<file path="src/rtl/superh16_sched_alloc_ctrl.sv">
// superh16_sched_alloc_ctrl
// Steers each renamed group into scheduler bank slots and keeps a free-entry
// credit counter per bank. The starting bank rotates round-robin. A group is
// placed whole or not at all; if any valid request cannot be placed, rename
// is back-pressured.
//
// Ports:
//   clk, rst_n         clock, asynchronous active-low reset
//   alloc_req          per-request valid from rename (may be sparse)
//   alloc_ready        whole group accepted this cycle (combinational)
//   alloc_bank/slot    destination bank / slot per request (0 when not fired)
//   bank_alloc_valid   per bank-slot write enable, qualified by alloc_ready
//   bank_alloc_src     request index feeding each bank slot
//   bank_release_cnt   entries freed per bank this cycle
//   flush              full scheduler flush; banks empty next cycle
//   bank_credit        registered free-entry count per bank
//   credit_err         sticky credit overflow/underflow flag
//   stall_count        saturating count of back-pressured cycles
module superh16_sched_alloc_ctrl #(
  parameter  int unsigned NUM_BANKS      = 3,
  parameter  int unsigned BANK_ENTRIES   = 64,
  parameter  int unsigned SLOTS_PER_BANK = 4,
  parameter  int unsigned ALLOC_WIDTH    = 12,
  localparam int unsigned BANK_BITS      = $clog2(NUM_BANKS),
  localparam int unsigned SLOT_BITS      = $clog2(SLOTS_PER_BANK),
  localparam int unsigned IDX_BITS       = $clog2(ALLOC_WIDTH),
  localparam int unsigned CRED_BITS      = $clog2(BANK_ENTRIES + 1),
  localparam int unsigned REL_BITS       = SLOT_BITS + 1
) (
  input  logic                                           clk,
  input  logic                                           rst_n,
  input  logic [ALLOC_WIDTH-1:0]                         alloc_req,
  output logic                                           alloc_ready,
  output logic [ALLOC_WIDTH*BANK_BITS-1:0]               alloc_bank,
  output logic [ALLOC_WIDTH*SLOT_BITS-1:0]               alloc_slot,
  output logic [NUM_BANKS*SLOTS_PER_BANK-1:0]            bank_alloc_valid,
  output logic [NUM_BANKS*SLOTS_PER_BANK*IDX_BITS-1:0]   bank_alloc_src,
  input  logic [NUM_BANKS*REL_BITS-1:0]                  bank_release_cnt,
  input  logic                                           flush,
  output logic [NUM_BANKS*CRED_BITS-1:0]                 bank_credit,
  output logic                                           credit_err,
  output logic [31:0]                                    stall_count
);

  localparam int unsigned SUM_BITS = CRED_BITS + 1;
  localparam logic signed [SUM_BITS-1:0] ENTRIES_S = SUM_BITS'(BANK_ENTRIES);

  logic [CRED_BITS-1:0]       r_credit [NUM_BANKS];
  logic [BANK_BITS-1:0]       r_rr_ptr;
  logic                       r_credit_err;
  logic [31:0]                r_stall_count;

  logic [BANK_BITS-1:0]       w_req_bank [ALLOC_WIDTH];
  logic [SLOT_BITS-1:0]       w_req_slot [ALLOC_WIDTH];
  logic [ALLOC_WIDTH-1:0]     w_req_placed;
  logic                       w_ready;
  logic [REL_BITS-1:0]        w_alloc_cnt [NUM_BANKS];
  logic signed [SUM_BITS-1:0] w_sum [NUM_BANKS];
  logic [CRED_BITS-1:0]       w_credit_nxt [NUM_BANKS];
  logic                       w_cred_viol;

  // Place the r-th valid request into the visited bank whose cumulative
  // capacity window [base, base+cap) contains r; cap = min(slots, credit).
  always_comb begin
    int unsigned rank;
    int unsigned base;
    int unsigned cap;
    int unsigned b;
    logic        found;
    rank         = 0;
    base         = 0;
    cap          = 0;
    b            = 0;
    found        = 1'b0;
    w_req_placed = '0;
    for (int unsigned i = 0; i < ALLOC_WIDTH; i++) begin
      w_req_bank[i] = '0;
      w_req_slot[i] = '0;
    end
    for (int unsigned i = 0; i < ALLOC_WIDTH; i++) begin
      if (alloc_req[i]) begin
        base  = 0;
        found = 1'b0;
        for (int unsigned k = 0; k < NUM_BANKS; k++) begin
          b   = (32'(r_rr_ptr) + k) % NUM_BANKS;
          cap = (32'(r_credit[b]) < SLOTS_PER_BANK) ? 32'(r_credit[b]) : SLOTS_PER_BANK;
          if (!found && (rank >= base) && (rank < base + cap)) begin
            w_req_bank[i]   = BANK_BITS'(b);
            w_req_slot[i]   = SLOT_BITS'(rank - base);
            w_req_placed[i] = 1'b1;
            found           = 1'b1;
          end
          base = base + cap;
        end
        rank = rank + 1;
      end
    end
  end

  // Ready only when every valid request found a slot; forced low in reset.
  assign w_ready     = rst_n & ~flush & (&(~alloc_req | w_req_placed));
  assign alloc_ready = w_ready;

  // Steering outputs, all zero unless the group fires.
  always_comb begin
    alloc_bank       = '0;
    alloc_slot       = '0;
    bank_alloc_valid = '0;
    bank_alloc_src   = '0;
    if (w_ready) begin
      for (int unsigned i = 0; i < ALLOC_WIDTH; i++) begin
        if (alloc_req[i]) begin
          alloc_bank[i*BANK_BITS +: BANK_BITS] = w_req_bank[i];
          alloc_slot[i*SLOT_BITS +: SLOT_BITS] = w_req_slot[i];
          bank_alloc_valid[32'(w_req_bank[i])*SLOTS_PER_BANK + 32'(w_req_slot[i])] = 1'b1;
          bank_alloc_src[(32'(w_req_bank[i])*SLOTS_PER_BANK + 32'(w_req_slot[i]))*IDX_BITS +: IDX_BITS] =
            IDX_BITS'(i);
        end
      end
    end
  end

  // Fired slots per bank.
  always_comb begin
    for (int unsigned b = 0; b < NUM_BANKS; b++) begin
      w_alloc_cnt[b] = '0;
      for (int unsigned s = 0; s < SLOTS_PER_BANK; s++) begin
        w_alloc_cnt[b] = w_alloc_cnt[b] + REL_BITS'(bank_alloc_valid[b*SLOTS_PER_BANK + s]);
      end
    end
  end

  // Net credit update with clamping; any clamp flags a credit violation.
  always_comb begin
    w_cred_viol = 1'b0;
    for (int unsigned b = 0; b < NUM_BANKS; b++) begin
      w_sum[b] = $signed({1'b0, r_credit[b]})
               - $signed(SUM_BITS'(w_alloc_cnt[b]))
               + $signed(SUM_BITS'(bank_release_cnt[b*REL_BITS +: REL_BITS]));
      w_credit_nxt[b] = CRED_BITS'($unsigned(w_sum[b]));
      if (w_sum[b][SUM_BITS-1]) begin
        w_credit_nxt[b] = '0;
        w_cred_viol     = 1'b1;
      end else if (w_sum[b] > ENTRIES_S) begin
        w_credit_nxt[b] = CRED_BITS'(BANK_ENTRIES);
        w_cred_viol     = 1'b1;
      end
    end
  end

  // State: flush restores credits and pointer but leaves error/stall intact.
  always_ff @(posedge clk or negedge rst_n) begin
    if (!rst_n) begin
      for (int unsigned b = 0; b < NUM_BANKS; b++) begin
        r_credit[b] <= CRED_BITS'(BANK_ENTRIES);
      end
      r_rr_ptr      <= '0;
      r_credit_err  <= 1'b0;
      r_stall_count <= '0;
    end else begin
      if (flush) begin
        for (int unsigned b = 0; b < NUM_BANKS; b++) begin
          r_credit[b] <= CRED_BITS'(BANK_ENTRIES);
        end
        r_rr_ptr <= '0;
      end else begin
        for (int unsigned b = 0; b < NUM_BANKS; b++) begin
          r_credit[b] <= w_credit_nxt[b];
        end
        if (w_ready && (|alloc_req)) begin
          r_rr_ptr <= (r_rr_ptr == BANK_BITS'(NUM_BANKS - 1)) ? '0 : r_rr_ptr + BANK_BITS'(1);
        end
        if (w_cred_viol) begin
          r_credit_err <= 1'b1;
        end
        if ((|alloc_req) && !w_ready && (r_stall_count != 32'hFFFF_FFFF)) begin
          r_stall_count <= r_stall_count + 32'd1;
        end
      end
    end
  end

  always_comb begin
    for (int unsigned b = 0; b < NUM_BANKS; b++) begin
      bank_credit[b*CRED_BITS +: CRED_BITS] = r_credit[b];
    end
  end

  assign credit_err  = r_credit_err;
  assign stall_count = r_stall_count;

endmodule

</file>
<file path="config.mk">
export PLATFORM = sky130hd
export DESIGN_NAME = superh16_sched_alloc_ctrl
export DESIGN_NICKNAME = d
export VERILOG_FILES = /design/src/rtl/superh16_sched_alloc_ctrl.sv
export SDC_FILE = /design/constraint.sdc
export NUM_CORES = 1
export LEC_CHECK = 0
export ABC_AREA = 1
export ABC_CLOCK_PERIOD_IN_PS = 39800
export CAP_MARGIN = 20
export CORE_MARGIN = 2
export CORE_UTILIZATION = 50
export CTS_BUF_LIST = sky130_fd_sc_hd__clkbuf_8
export CTS_CLUSTER_SIZE = 40
export DETAILED_ROUTE_END_ITERATION = 10
export GPL_ROUTABILITY_DRIVEN = 0
export PLACE_DENSITY = 0.83
export SETUP_SLACK_MARGIN = 0.05
export SYNTH_ARGS = -nofsm -noshare
export SYNTH_HDL_FRONTEND = slang
export SYNTH_SLANG_ARGS = --single-unit
</file>
<file path="constraint.sdc">
create_clock -name clk -period 39.8 [get_ports clk]
set_clock_uncertainty 0.05 [all_clocks]
set_input_delay 11.94 -clock clk [delete_from_list [all_inputs] [get_ports clk]]
set_output_delay 11.94 -clock clk [all_outputs]
set_load 0.1 [all_outputs]
</file>
## Yosys cells after proc, flatten, opt, wreduce, memory -nomap -nowiden

Index checks and enable logic that the tools add are counted.

- Bitwise operators: 20
- Magnitude comparators: 104
- Shift operators: 24
- $add $sub $neg: 79
- Div/mod/pow operators: 3
- Mux-type cells: 327
- Reduce and logical (&&, ||, !) cells: 104
- Equal/unequal tests: 2

Operators with widths:

| operator | count |
|---|---|
| two-way mux 48 bit | 24 |
| greater-or-equal comparator 32 x 1 -> 1 bit, second input constant | 23 |
| < comparator 32 bit | 20 |
| variable shift 4 x 34 -> 48 bit, first input constant | 12 |
| indexed part select 4 x 34 -> 48 bit, first input constant | 12 |
| bitwise mux 48 bit | 11 |
| negation 7 -> 34 bit | 12 |
| < comparator 32 x 5 -> 1 bit, second input constant | 12 |
| adder 32 x 1 -> 32 bit, second input constant | 11 |
| greater-or-equal comparator 32 x 7 -> 1 bit | 10 |
| < comparator 32 x 7 -> 1 bit | 10 |
| two-way mux 32 bit | 10 |
| two-way mux 12 bit | 24 |
| greater-or-equal comparator 32 bit | 8 |
| two-way mux 2 bit | 121 |
| bitwise OR 12 bit | 12 |
| two-way mux 7 bit | 15 |
| two-way mux 1 bit | 104 |
| greater-or-equal comparator 33 x 3 -> 1 bit, second input constant | 3 |
| NOT 32 -> 33 bit | 3 |
| logical AND 1 bit | 74 |
| greater-or-equal comparator 32 x 8 -> 1 bit | 2 |
| < comparator 1 x 32 -> 1 bit, first input constant | 2 |
| remainder unit 32 x 2 -> 32 bit, second input constant | 2 |
| 39 further kinds | 126 |

- Output and inout port bits: 163
- Register bits after elaboration: 56

## Logic depth before layout (Yosys ltp)

- Word-level depth: 85
- Mapped depth: 72

## Least setup slack after synthesis

OpenSTA, ideal clock, no wires.

- Kind: input to output
- Start: input alloc_req[1]
- End: output bank_alloc_src[21]
- Stages: 53
- Data required time: 27.810 ns
- Path buffers: 3
- Slack: 5.479 ns
- Data arrival time: 22.331 ns
- Cell sequence: clkbuf_1 clkbuf_1 inv_1 ha_1 inv_2 nand2_1 nand2_1 ha_1 o21ai_2 inv_1 ha_1 o21ai_2 inv_1 ha_1 o21ai_2 inv_1 ha_1 o21ai_2 [17 not listed] o21ai_0 a21oi_1 nor2_1 o21ai_0 nand2_1 a21oi_1 nor3_1 nand2_4 nand2_1 nand3_1 buf_6 nand3_2 inv_1 ha_1 inv_1 nor2_1 nand2_1 a31oi_1

- Cells in the longest elaborated chain, start to end: 48

RTL lines:

| item | RTL line | RTL |
|---|---|---|
| start, declared | 32 | `input logic [ALLOC_WIDTH-1:0] alloc_req,` |
| parallel branches: the longest is 47 deep, another holds adder 32 x 1 -> 32 bit | n/a |  |
| two-way mux 48 bit (*) | 110 | `if (w_ready) begin` |
| end, declared | 37 | `output logic [NUM_BANKS*SLOTS_PER_BANK*IDX_BITS-1:0] bank_alloc_src,` |

Mark *: on every way between the ends. The select of a mux whose other input is x is not followed.

## Final worst setup path

- Start: input alloc_req[1]
- End: output bank_alloc_src[3]

Same word-level chain as after synthesis.

==> flow_summary.toml <==
[finish]
finalInstanceArea_um2 = 19800
final_common_cell = "nand2_1"
layout.nets = 3401
drive_above_1_share_pct = 4.34
most-common-layout-cells = "nand2_1 (724), inv_1 (441), nor2_1 (298)"
area_growth_syn_to_layout_pct = 15.8
number_of_antenna_diodes = 0

[timing]
final.setup.tns_ns = 0
period_share_pct = 91.2
setup_viol = 0
worst_pin_slew_ns = 1.09
slew_headroom_pct = 27.3
slew_violations = 0
finalWorstPathRequiredPeriod_ns = 36.30
maxClockFrequency_mhz = 27.5
grt_setup_unrepaired = "no"
final-hold-violation-count = 0

[power_and_ir_drop]
power.internal_mw = 0.394
leakage_nw = 10.7
seq_power_share_pct = 7.1
power_share_of_the_combinational_group_pct = 89.8
worst_ir_drop_vdd_mv = 0.0619
pd_cells_nw_per_um2 = 58.9
clockPowerShare_pct = 3.1
fin_total_pwr_mw = 1.17
power.net_switching_mw = 0.773
switching_share_pct = 66.2

[worst_setup_path]
critPathBufInv = 16
crit_type = "in -> out"
timing.critical_path.mode_cell = "inv_1"
rrSetupSlack_ns = 27.93
cp_top_family = "buffers and inverters"
crit_path_max_fanout = 16
endpoint_kind = "primary output"
critPathArrivalTime_ns = 24.31
slowest_stage_cell_crit_path = "clkdlybuf4s50_1"
timing.critical_path.slowest_cell_delay_ns = 1.12
setup.worst_path.start_class = "input pin"
critPathRequiredTime_ns = 27.81

[synth]
syn-instance-count = 2807
yosysWarnings = 0
number_of_enable_flip_flop_cells_after_synthesis = 0
synth_area_per_cell_um2 = 6.10
postSynth.asyncResetShare_pct = 100
syn_area_um2 = 17100
synth_cell_type_count = 60
dominantRegCellSynth = "dfrtp_1"
synth-seq-area-share_pct = 8.20
yosysTopAreaCellShare_pct = 21.6
synthDominantAreaCellType = "ha_1"
yosys_register_bits = 56
ys_top_cells_by_area = "ha_1 (22%), nand2_1 (16%), inv_1 (9.7%)"

[run_status]
run_status = "complete, no violations"

[global_route]
wire_length_of_the_first_global_routing_pass_um = 96800
largest_net_degree_at_the_start_of_global_routing = 83
grt_antenna_before_repair = 0
grt_usage_pct = 33.3
vias_in_the_first_global_route = 19658
globalRoute.totalOverflow = 0

[floorplanning]
design.portCount = 187
std_cell_rows = 67
fp.coreArea_um2 = 33600
floorplan.die_area_um2 = 35700
die_w_um = 189
initial_utilization_pct = 50.9
die_h_um = 189

[place]
placement.cell_area_um2 = 19700
post-dp-hpwl_um = 50100
number_of_port_buffers = 186

[cts]
num_clock_sinks = 56
cts-buffers-inserted = 5
clock_transition_at_path_regs_ns = 0.12
post_cts_resized = 0
ctsHoldBuffers = 0
cts_tree = "done"
clock-root-buffer = "clkbuf_8"
max-clock-path-buffers = 2
cts_setup_buffers = 0
htreeDepth = 2
clk_latency_ns = 0.33

[routing]
vias_per_cell = 5.87
number_of_vias_after_detailed_routing = 20508
avgRoutedWirePerCell_um = 17.4
drt-total-wl_um = 60900
dr.first_iter.drc_count = 2217
first_pass_iters = 8
drcViolationCount = 0
drt.antenna.violating_nets = 0

[hold_path]
worst_hold_path_type = "reg -> reg"

[run]
drv.max_cap_violation_count = 0
-- per-stage QoR --
stage	instances	worst slack [ns]	utilization (%)	hold WS [ns]
3_5_place_dp	3483	3.72	58.7	0.416
4_1_cts	3491	3.69	59.0	0.461
5_1_grt	3491	2.54	59.0	0.475
6_report	3491	3.50	59.0	0.462
2_1_floorplan	2883	5.48	-	0.501
3_3_place_gp	3483	4.28	58.7	0.426
-- cells in the mapped netlist (4+ instances only) --
library cell,instances
a211oi_1,5
a21boi_0,4
a21o_1,7
a21oi_1,120
a21oi_2,6
a22o_1,7
a22oi_1,11
a31oi_1,18
and2_1,4
and3_1,5
buf_1,6
buf_2,10
clkbuf_1,28
dfrtp_1,53
fa_1,40
ha_1,295
inv_1,441
inv_2,17
nand2_1,724
nand2_2,19
nand2_4,19
nand3_1,236
nand3_2,18
nand3b_1,12
nand4_1,76
nor2_1,298
nor2_2,6
nor3_1,70
nor4_1,11
o2111ai_1,4
o211ai_1,12
o21ai_0,80
o21ai_1,9
o21ai_2,9
o21bai_1,6
o221ai_1,5
o22ai_1,21
or2_2,6
xnor2_1,20
xor2_1,41
-- power groups by stage --
| stage | registers, mW | logic [mW] | clock network (mW) |
|---|---|---|---|
| after global routing | 0.0843 | 1.15 | 0.0371 |
| after detailed placement | 0.0836 | 1.00 | 0 |
| after CTS | 0.0826 | 1.01 | 0.0356 |
| final | 0.0833 | 1.05 | 0.0357 |
| after floorplan | 0.156 | 0.679 | 0 |
| after global placement | 0.0833 | 0.961 | 0 |
-- kinds of logic after synthesis --
group / synth area share (%)
AO/OA/AOI/OAI: 11.6
adder cells (fa/ha/maj): 26.2
buffers and inverters: 11.2
AND/OR/NAND/NOR: 39.5
other: 0.0439
XOR/XNOR: 3.21
flip-flops: 8.20
-- path summary, 6_finish.rpt --
path                                         start                     endpoint  cells past startpoint
max                                   alloc_req[1]            bank_alloc_src[3]                     55
min                         credit_err$_DFFE_PN0P_       credit_err$_DFFE_PN0P_                      1
max reg2reg                r_rr_ptr[0]$_DFFE_PN0P_     bank_credit[4]$_DFF_PN0_                     53
min reg2reg                 credit_err$_DFFE_PN0P_       credit_err$_DFFE_PN0P_                      1
max in group asynchronous                    rst_n     bank_credit[7]$_DFF_PN0_                      2
min in group asynchronous                    rst_n  stall_count[20]$_DFFE_PN0P_                      2
-- routing by layer --
layer / vias up / global-route usage, % / wire, um
met4: 0 / 17.8 / 3430
met3: 284 / 5.97 / 6800
met1: 9348 / 40.9 / 23300
li1: 9570 / - / -
met5: - / 0 / 0
met2: 1306 / 55.4 / 27300
-- area by class of cell --
| type | instances | area [um^2] |
|---|---|---|
| Timing Repair Buffer | 198 | 1950 |
| Multi-Input combinational cell | 2322 | 14100 |
| Clock buffer | 5 | 68.8 |
| Clock inverter | 3 | 27.5 |
| Fill cell | 3165 | 13800 |
| Tap cell | 448 | 561 |
| Sequential cell | 56 | 1410 |
| Inverter | 459 | 1720 |
-- sequential cells by signal (all words and copies together) (netlist names) --
signal and count:
credit_err 1, r_rr_ptr 2, bank_credit 21, stall_count 32
(Power assumes the default switching activity.)
